==> src/rtl/sram_read_arbiter.sv <==
// sram_read_arbiter
// Round-robin arbiter that shares one fixed-latency SRAM read port among
// N_REQ requesters. Each issued read carries its requester index down a
// LATENCY-deep tag pipeline so the returning data can be steered back to
// its owner. A sticky error flag reports any disagreement between the tag
// pipeline and the SRAM's own read-valid.

module sram_read_arbiter #(
    parameter int N_REQ   = 4,
    parameter int WIDTH   = 8,
    parameter int DEPTH   = 8,
    parameter int LATENCY = 5,
    localparam int W_ADDR = $clog2(DEPTH),
    localparam int W_ID   = $clog2(N_REQ)
) (
    input  logic                      clk_i,
    input  logic                      rst_ni,
    input  logic [N_REQ-1:0]          req_i,
    input  logic [N_REQ*W_ADDR-1:0]   addr_i,
    output logic [N_REQ-1:0]          gnt_o,
    output logic                      sram_ren_o,
    output logic [W_ADDR-1:0]         sram_raddr_o,
    input  logic [WIDTH-1:0]          sram_data_i,
    input  logic                      sram_vld_i,
    output logic [N_REQ-1:0]          rsp_vld_o,
    output logic [WIDTH-1:0]          rsp_data_o,
    output logic                      err_o
);

    // One extra bit so (last_ptr + offset) cannot overflow before the wrap.
    localparam logic [W_ID:0] N_REQ_EXT = (W_ID+1)'(N_REQ);

    logic [N_REQ-1:0]  w_req;
    logic [N_REQ-1:0]  w_gnt;
    logic [W_ID-1:0]   w_win_id;
    logic              w_any;
    logic [W_ID:0]     w_idx;
    logic [W_ADDR-1:0] w_raddr;
    logic [N_REQ-1:0]  w_rsp_vld;

    logic [W_ID-1:0]   r_last_ptr;
    logic              r_tag_vld [LATENCY];
    logic [W_ID-1:0]   r_tag_id  [LATENCY];
    logic              r_err;

    // Requests are ignored while reset is held, so nothing is granted then.
    assign w_req = req_i & {N_REQ{rst_ni}};

    // Round-robin search starting just after the last winner, wrapping at N_REQ.
    always_comb begin
        // NOTE: every variable gets a default before any conditional update,
        // otherwise a path that skips the assignment infers a latch.
        w_gnt    = '0;
        w_win_id = '0;
        w_any    = 1'b0;
        w_idx    = '0;
        for (int i = 1; i <= N_REQ; i++) begin
            w_idx = {1'b0, r_last_ptr} + (W_ID+1)'(i);
            if (w_idx >= N_REQ_EXT) begin
                w_idx = w_idx - N_REQ_EXT;
            end
            if (!w_any && w_req[w_idx[W_ID-1:0]]) begin
                w_any    = 1'b1;
                w_win_id = w_idx[W_ID-1:0];
            end
        end
        if (w_any) begin
            w_gnt[w_win_id] = 1'b1;
        end
    end

    // Read address is the winner's slice, or zero when nobody is granted.
    always_comb begin
        w_raddr = '0;
        for (int k = 0; k < N_REQ; k++) begin
            if (w_gnt[k]) begin
                w_raddr = addr_i[k*W_ADDR +: W_ADDR];
            end
        end
    end

    // Remember the last winner; reset makes requester 0 the first candidate.
    always_ff @(posedge clk_i) begin
        // NOTE: sequential state uses non-blocking assignments so every
        // register samples pre-edge values regardless of statement order.
        if (!rst_ni) begin
            r_last_ptr <= W_ID'(N_REQ-1);
        end else if (w_any) begin
            r_last_ptr <= w_win_id;
        end
    end

    // Valid half of the tag pipeline: always advances, cleared by reset.
    always_ff @(posedge clk_i) begin
        if (!rst_ni) begin
            for (int i = 0; i < LATENCY; i++) begin
                r_tag_vld[i] <= 1'b0;
            end
        end else begin
            r_tag_vld[0] <= w_any;
            for (int i = 1; i < LATENCY; i++) begin
                r_tag_vld[i] <= r_tag_vld[i-1];
            end
        end
    end

    // Requester-index half of the tag pipeline, qualified by the valid bits.
    always_ff @(posedge clk_i) begin
        // NOTE: the id payload is deliberately left unreset; the stage valid
        // alone decides whether it means anything.
        r_tag_id[0] <= w_win_id;
        for (int i = 1; i < LATENCY; i++) begin
            r_tag_id[i] <= r_tag_id[i-1];
        end
    end

    // Sticky flag: SRAM valid must agree with the tail of the tag pipeline.
    always_ff @(posedge clk_i) begin
        if (!rst_ni) begin
            r_err <= 1'b0;
        end else if (sram_vld_i != r_tag_vld[LATENCY-1]) begin
            r_err <= 1'b1;
        end
    end

    // Steer the returning valid to the requester recorded at the tail.
    always_comb begin
        w_rsp_vld = '0;
        for (int k = 0; k < N_REQ; k++) begin
            w_rsp_vld[k] = r_tag_vld[LATENCY-1] && (r_tag_id[LATENCY-1] == W_ID'(k));
        end
    end

    assign gnt_o        = w_gnt;
    assign sram_ren_o   = w_any;
    assign sram_raddr_o = w_raddr;
    assign rsp_vld_o    = w_rsp_vld;
    assign rsp_data_o   = sram_data_i;
    assign err_o        = r_err;

endmodule

==> config.mk <==
export PLATFORM = sky130hd
export DESIGN_NAME = sram_read_arbiter
export DESIGN_NICKNAME = d
export VERILOG_FILES = /design/src/rtl/sram_read_arbiter.sv
export SDC_FILE = /design/constraint.sdc
export NUM_CORES = 1
export LEC_CHECK = 0
export CORE_ASPECT_RATIO = 1.5
export CORE_MARGIN = 2
export CORE_UTILIZATION = 44
export CTS_CLUSTER_DIAMETER = 120
export DETAILED_ROUTE_END_ITERATION = 6
export PLACE_DENSITY = 0.94
export SYNTH_ARGS = -nofsm -noshare
export SYNTH_HDL_FRONTEND = slang
export SYNTH_SLANG_ARGS = --single-unit
==> constraint.sdc <==
create_clock -name clk_i -period 4.7 [get_ports clk_i]
set_clock_uncertainty 0.2 [all_clocks]
set_input_delay 0.47 -clock clk_i [delete_from_list [all_inputs] [get_ports clk_i]]
set_output_delay 0.47 -clock clk_i [all_outputs]
set_load 0.1 [all_outputs]
---- Yosys cells after proc, flatten, opt, wreduce, memory -nomap -nowiden ----
Memories as Yosys holds them, arrays and structs flattened.
Cells that the tools add are included.
operators by class
  add/subtract/negate cells ............... 8
  reductions and logical operators ........ 12
  magnitude comparators ................... 10
  bitwise operators ....................... 6
  muxes and demuxes ....................... 34
  equality and inequality tests ........... 4
operators with widths
  operator                                                                count
  1-bit 2-to-1 mux                                                        16
  2-bit 2-to-1 mux                                                        8
  2-bit by 3-bit < comparator with 1-bit output (second input constant)   5
  3-bit >= comparator (second input constant)                             4
  3-bit 2-to-1 mux                                                        4
  1-bit binary-select mux with 2-bit select                               4
  1-bit logical AND                                                       8
  2-bit by 1-bit subtractor with 2-bit output (second input constant)     4
  2-bit by 2-bit adder with 3-bit output (second input constant)          2
  1-bit bitwise OR                                                        5
  4-bit AND                                                               1
  2-bit == test (second input constant)                                   2
  4-bit 2-to-1 mux                                                        1
  2-bit by 1-bit adder with 3-bit output (second input constant)          1
  2-bit by 3-bit adder with 3-bit output (second input constant)          1
  1-bit logical NOT                                                       3
  1-bit demux with 2-bit select                                           1
  2-bit by 1-bit == test with 1-bit output (second input constant)        1
  2-bit by 1-bit >= comparator with 1-bit output (second input constant)  1
  2-bit logical NOT                                                       1
  1-bit inequality test                                                   1
storage, ports and cells
  RAM bits ................................ 15
  register bits after elaboration ......... 3
  memories kept ........................... 2
  bits of input ports ..................... 27
memories
  name       depth  width  rd ports  clocked after Yosys merged registers in  wr ports  RTL line  RTL
  r_tag_id   5      2      5         0                                        5         43        logic [W_ID-1:0] r_tag_id [LATENCY];
  r_tag_vld  5      1      5         0                                        5         42        logic r_tag_vld [LATENCY];

---- Longest topological paths before layout ----
  depth in word-level cells ............... 24
  depth in mapped cells ................... 9
  gate-level depth less buffers ........... 7

---- Least setup slack after synthesis ----
Ideal clock, no wire load.
  path type ............................... input port to output port
  from .................................... input port req_i[1]
  to ...................................... output port gnt_o[1]
  slack ................................... 1.150 ns
  data arrival time ....................... 2.880 ns
  buffers on the path ..................... 1
  cell stages on the path ................. 6
  cell sequence ........................... clkbuf_2 > mux2_4 > a21o_1 > a211o_1 > o22a_4 > nor2_1
between the ends
  cells in the longest elaborated chain, start to end .. 18
  elaborated cells between the ends (all ways) .. 29
ends and longest elaborated chain
  element                                                                                                                                RTL line  RTL
  start: declaration                                                                                                                     18        input logic [N_REQ-1:0] req_i,
  4-bit AND (*)                                                                                                                          47        assign w_req = req_i & {N_REQ{rst_ni}};
  1-bit binary-select mux with 2-bit select                                                                                              62        if (!w_any && w_req[w_idx[W_ID-1:0]]) begin
  1-bit 2-to-1 mux (not written as such)                                                                                                 62
  1-bit 2-to-1 mux                                                                                                                       62
  1-bit logical NOT                                                                                                                      62
  1-bit logical AND                                                                                                                      62
  1-bit 2-to-1 mux                                                                                                                       62
  1-bit logical NOT                                                                                                                      62
  (+2 left out)                                                                                                                          -
  1-bit logical NOT                                                                                                                      62
  1-bit logical AND                                                                                                                      62
  2-bit 2-to-1 mux                                                                                                                       62
  2-bit by 3-bit < comparator with 1-bit output (not written as such) or 2-bit by 1-bit >= comparator with 1-bit output (tied branches)  68        w_gnt[w_win_id] = 1'b1;
  1-bit logical AND (not written as such)                                                                                                68
  1-bit 2-to-1 mux (not written as such)                                                                                                 68
  1-bit demux with 2-bit select                                                                                                          68
  4-bit 2-to-1 mux (*)                                                                                                                   67        if (w_any) begin
  end: declaration                                                                                                                       20        output logic [N_REQ-1:0] gnt_o,
Every way passes the cells marked *; elsewhere a longest branch is shown, timed or not. The select of a mux whose other input is x is not followed.

---- Worst setup path in the final report ----
  from .................................... register r_last_ptr[0]
  to ...................................... output port sram_raddr_o[2]
between the ends
  cells in the longest elaborated chain, start to end .. 24
  elaborated cells between the ends (all ways) .. 48
ends and longest elaborated chain
  element                                                                                                                                RTL line  RTL
  start: declaration                                                                                                                     41        logic [W_ID-1:0] r_last_ptr;
  start signal: assignment                                                                                                               87        r_last_ptr <= W_ID'(N_REQ-1);
  start signal: assignment                                                                                                               89        r_last_ptr <= w_win_id;
  2-bit by 1-bit adder with 3-bit output                                                                                                 58        w_idx = {1'b0, r_last_ptr} + (W_ID+1)'(i);
  3-bit >= comparator or 2-bit by 1-bit subtractor with 2-bit output (tied branches)                                                     59, 60
  2-bit 2-to-1 mux                                                                                                                       59        if (w_idx >= N_REQ_EXT) begin
  1-bit binary-select mux with 2-bit select                                                                                              62
  1-bit 2-to-1 mux (not written as such)                                                                                                 62
  1-bit 2-to-1 mux                                                                                                                       62
  1-bit logical NOT                                                                                                                      62
  1-bit logical AND                                                                                                                      62
  (+6 left out)                                                                                                                          -
  2-bit 2-to-1 mux                                                                                                                       62
  2-bit by 3-bit < comparator with 1-bit output (not written as such) or 2-bit by 1-bit >= comparator with 1-bit output (tied branches)  68
  1-bit logical AND (not written as such)                                                                                                68
  1-bit 2-to-1 mux (not written as such)                                                                                                 68
  1-bit demux with 2-bit select                                                                                                          68
  4-bit 2-to-1 mux (*)                                                                                                                   67
  3-bit 2-to-1 mux (3 in a row)                                                                                                          76        if (w_gnt[k]) begin
  3-bit 2-to-1 mux (*)                                                                                                                   76
  end: declaration                                                                                                                       22        output logic [W_ADDR-1:0] sram_raddr_o,
Marked as above.

==> flow_summary.ini <==
[worst_hold_path]
hold-path-endpoint = r_tag_id[0][8]
worstHoldStart = r_tag_id[0][6]
hold_path_class = register to register
hold_depth = 0

[worst_setup_path]
cp_cell_sequence = mux2_4, a21o_1, a211o_1, xor2_2, nand4_1, o211ai_2, buf_4
required_ps = 4030
cp.arrival_ps = 2940
crit_path_max_incr_delay_ps = 810
r2r_slack_ps = 2230
r2r_start = r_last_ptr[0]
end_kind = primary output
worstRegToRegCells = 5
startpoint_type = register
cp_slowest_cell = dfxtp_1
crit_fanout = 18
crit_type = register to primary output
r2r-end = r_last_ptr[0]

[timing]
grt_setup_unrepaired = false
setup_ws_ps = 1090
worst_slew_pin_slew_ps = 959
fmax_mhz = 277
setup_viol = 0
hold_viol = 0
period_needed_ps = 3610
fin_crit_sh_pct = 76.7
finalSetupTns_ps = 0
relSlewSlack_pct = 35.8
maxSlewViolCount = 0

[place]
numPortBuffers = 31
placed_area_sq_um = 1250
dpl.hpwl_microns = 1740
gp_congestion = 0.903
preCtsSetupSlack_ps = 1230

[grt]
grt_pass1_vias = 916
grt.overflow.total = 0
antenna_found_initial = 0
grt_pass1_wl_microns = 3840
grt_usage_pct = 18.1
grt_max_degree = 19

[floorplan]
die_w_microns = 44.1
dieArea_sq_um = 2830
ios = 48
start_util_pct = 47.0
die_height_microns = 64.1
core-area_sq_um = 2260
fp-row-count = 21

[clock_network]
cts_buffer_depth = 2
cts-root-buf = clkbuf_4
cts_buffers = 3
clk_pin_slew_ps = 90
htreeDepth = 1
cts_tree = built
cts.sinks = 18
insertion_delay_ps = 280
postCtsSetupBuffers = 0
hold_buffers = 0
ctsResizeCount = 0

[power]
combPwrFrac_pct = 49.6
p_clk_share_pct = 15.5
power_switching_mw = 0.271
p_leak_nw = 0.555
p_int_mw = 0.316
ir_worst_vdd_mv = 0.266
seq_power_share_pct = 34.9
power.share.switching_pct = 46.1
power_density_nw_per_um2 = 455

[layout]
mostFrequentLayoutCells = clkdlybuf4s50_1 (23), dfxtp_1 (18), buf_4 (8)
diodes = 0
drive_above_1_share_pct = 19.1
syn2layout_area_growth_pct = 21.6
stdcell_area_sq_um = 1290
fin_nets = 159
layout_commonest_cell = clkdlybuf4s50_1

[detailed_routing]
vias_per_cell = 5.67
wl_per_cell_microns = 14.5
drtAntennaViolNets = 0
drc = 0
drt-initial-drc-count = 11
drt_wl_total_microns = 2230
dr.pass1.iters = 4
num_vias = 873

[yosys]
syn_inst = 112
synth.top_cell.area_share_pct = 34.0
yosysTopAreaCell = dfxtp_1
yosys_warnings = 0
avgSynthCellArea_sq_um = 9.47
synthTopCellsByArea = dfxtp_1 (34%), mux2i_1 (5.7%), buf_4 (5.7%)
synth_cell_types = 44
seq_area_frac_synth_pct = 34.0
synth_nets = 139
syn_area_sq_um = 1060
synthArstFlopShare_pct = 0
synth_seq_cells = 18
synthFlopType = dfxtp_1
synth_edf_count = 0

[run]
cap_violations = 0

[outcome]
outcome = completed
[kinds of logic after synthesis]
kind of cell    synth area share (%)
mux                             8.14
compound gates                  18.2
flops                           34.0
buf+inv                         13.2
simple gates                    24.2
xor+xnor                        2.36
[critical path, delay by kind of cell (launching register included)]
kind,cells,cell delay [ps]
AOI/OAI and AO/OA,3,640
xor gates and xnor gates,1,330
buffers and inverters,1,320
DFF,1,810
muxes,1,370
and+or+nand+nor,1,190
[flip-flops by register name, indices dropped and copies added, names as in the netlist]
signal and flops:
err_o 1, r_last_ptr 2, r_tag_id 10, r_tag_vld 5
[layer usage]
layer / global-route usage (%) / part of all wire [%] / up-vias
li1: - / - / 427
met1: 17.4 / 36 / 402
met2: 34.2 / 56 / 38
met3: 4.52 / 5.6 / 6
met4: 7.58 / 1.4 / 0
met5: 0 / 0 / -
[synthesized netlist by cell type, types with 2 or more instances]
cell      count
dfxtp_1      18
buf_4         8
nor2_1        7
and2_1        6
mux2i_1       6
o21ai_0       5
a21oi_1       4
nand2_1       4
nand2b_1      4
buf_2         3
nand3_1       3
nand4_1       3
nor3b_1       3
o211ai_2      3
and3_1        2
and3b_1       2
buf_6         2
inv_1         2
nor2b_1       2
[stage by stage]
step                      util, %  instances  total power, mW  hold WS (ps)
after floorplan                 -        112            0.479           110
after detailed placement     55.5        150            0.500           112
after global routing         57.1        154            0.619           146
after global placement       55.5        150            0.489           110
after CTS                    57.1        154            0.593           133
final                        57.1        154            0.587           134
[final cells by class]
class / instances / area, sq um
inverters: 3 / 13.8
multi-input cells: 75 / 561
clock buffers: 4 / 36.3
flip-flops and latches: 18 / 360
fillers: 206 / 970
repair buffers: 31 / 290
well taps: 23 / 28.8
[worst max path at each step]
stage                   from         endpoint  slack [ps]
2_1_floorplan       req_i[1]         gnt_o[1]        1150
3_3_place_gp        req_i[1]  sram_raddr_o[1]        1250
3_5_place_dp        req_i[1]  sram_raddr_o[2]        1230
4_1_cts        r_last_ptr[0]  sram_raddr_o[1]        1080
5_1_grt        r_last_ptr[0]  sram_raddr_o[2]         890
6_report       r_last_ptr[0]  sram_raddr_o[2]        1090
[power by group through the flow]
stage	logic (mW)	clock network (mW)	registers, mW
after floorplan	0.285	0	0.195
after global placement	0.284	0	0.205
final	0.291	0.0910	0.205
after detailed placement	0.291	0	0.209
after global routing	0.308	0.102	0.209
after CTS	0.292	0.0954	0.205
(Power assumes the default switching activity.)
==> patch (same flow settings) <==
Change the parameter `WIDTH` from 8 to 6.
--- a/src/rtl/sram_read_arbiter.sv
+++ b/src/rtl/sram_read_arbiter.sv
@@ -7,7 +7,7 @@
 
 module sram_read_arbiter #(
     parameter int N_REQ   = 4,
-    parameter int WIDTH   = 8,
+    parameter int WIDTH   = 6,
     parameter int DEPTH   = 8,
     parameter int LATENCY = 5,
     localparam int W_ADDR = $clog2(DEPTH),
Interface: changed (resized rsp_data_o and sram_data_i); port bits go from 48 to 44. No check against the original RTL was run, so the function may have changed too.
==> patch against the unedited design <==
  * Final cell count did not move
  * Design area unchanged
  * Total power down 0.24%
  * Critical endpoint is now sram_raddr_o[0]
  * Largest cell class unchanged
  * Area after synthesis shrank 1.4%
  * Die area fell by 1.3%
  * Setup slack worse by 12 ps
  * Sequential cell count did not move
  * Highest routed layer unchanged
  * Routed wire length fell by 5.3%
  * Via count grew 1.1%
==> patch: results <==
set metrics [dict create \
    clock-root-buffer "clkbuf_4" \
    async_reset_ff_share_pct 0 \
    synth_cell_types 44 \
    cts_resized 0 \
    holdCritStartpoint "r_tag_id[0][7]" \
    place_inst 150 \
    ys_seq_area_share_pct 34.45 \
    hold_path.class "register to register" \
    synthTopCellsByArea "dfxtp_1 34%, mux2i_1 5.7%, buf_4 4.3%, and2_1 3.6%, o211ai_2 3.6%" \
    first_iter_violations 13 \
    tightest_slew_ps 966.6 \
    power_leakage_nw 0.5546 \
    gp_congestion 0.8970 \
    vias_per_cell 5.734 \
    synth_common_cells "18 x dfxtp_1, 7 x nor2_1, 6 x and2_1, 6 x buf_4, 6 x mux2i_1" \
    synth.net_count 135 \
    largest_reg_flops 10 \
    nNetsFinal 157 \
    grt_max_degree 19 \
    grt_pass1_wl_mm 3.532 \
    crit_fanout 18 \
    critical_path_arrival_ps 2950 \
    drive_gt1_share_pct 19.08 \
    cp_slowest_cell "dfxtp_1" \
    regMostFlops "r_tag_id" \
    clkTransAtPathRegs_ps 90 \
    antennaDiodeCount 0 \
    dpl_worst_slack_ps 1197 \
    dp_hpwl_mm 1.645 \
    antenna_found_initial 0 \
    vias 883 \
    cts_buffer_depth 2 \
    top_regs "r_tag_id: 10 flops, r_tag_vld: 5 flops, r_last_ptr: 2 flops" \
    ir_worst_vdd_v 0.0003473 \
    grtUsageTotal_pct 16.91 \
    grt_pass1_vias 848 \
    status "finished clean" \
    postCtsSetupRepairBufs 0 \
    wl_mm 2.111 \
    dr.pass1.iters 4 \
    critPathLaunch "r_last_ptr[0]" \
    numCtsBuffers 3 \
    syn-mean-instance-area_um2 9.509 \
    yosysWarnings 0 \
    worst_path_largest_cell_delay_ps 790 \
    numPortBuffers 31 \
]
## patch: kinds of logic after synthesis
group,count (synthesis),share of synthesized area [%]
muxes,8,8.253
AOI/OAI and AO/OA,23,18.42
buffers and inverters,17,11.96
xor gates and xnor gates,2,2.393
DFF,18,34.45
and+or+nand+nor,42,24.52
## patch: final cells by class
class	instances	area, um2
clock buffers	4	36.28
fillers	198	943.4
inverters	3	13.76
multi-input cells	75	560.5
flip-flops and latches	18	360.3
well taps	23	28.78
repair buffers	31	290.3
## patch: stage by stage
| stage | cell area, um2 | power [mW] |
|---|---|---|
| after CTS | 1290 | 0.5898 |
| after global routing | 1290 | 0.6126 |
| after floorplan | 1046 | 0.4715 |
| after detailed placement | 1254 | 0.4968 |
| after global placement | 1254 | 0.4896 |
| final | 1290 | 0.5852 |
## patch: final timing paths
check | end | slack (ps) | cells after the start
setup reg to reg | r_last_ptr[0] | 2260 | 5
setup / recovery | sram_raddr_o[0] | 1080 | 7
hold / removal | r_tag_id[0][9] | 130 | 0
hold reg to reg | r_tag_id[0][9] | 130 | 0
## patch: report_power, final
| part | leakage (nW) | switching [mW] | total, mW | internal (mW) |
|---|---|---|---|---|
| Clock | 0.0210 | 0.0440 | 0.0912 | 0.0472 |
| Sequential | 0.149 | 0.0240 | 0.204 | 0.180 |
| Combinational | 0.384 | 0.201 | 0.290 | 0.0891 |
## patch: routing by layer
layer	GRT usage, %	vias up	share of wire (%)
li1	-	430	-
met4	7.576	0	1.5
met1	15.37	408	37
met3	5.158	4	6.7
met5	0	-	0
met2	31.99	41	55
## patch: worst reg2reg max path: cells and delay by family, from the launching register on
kind	cells	cell delay, ps
flip-flops	1	790
multiplexers	1	370
XOR/XNOR	1	340
AND/OR/NAND/NOR	1	90
AO/OA/AOI/OAI	2	530
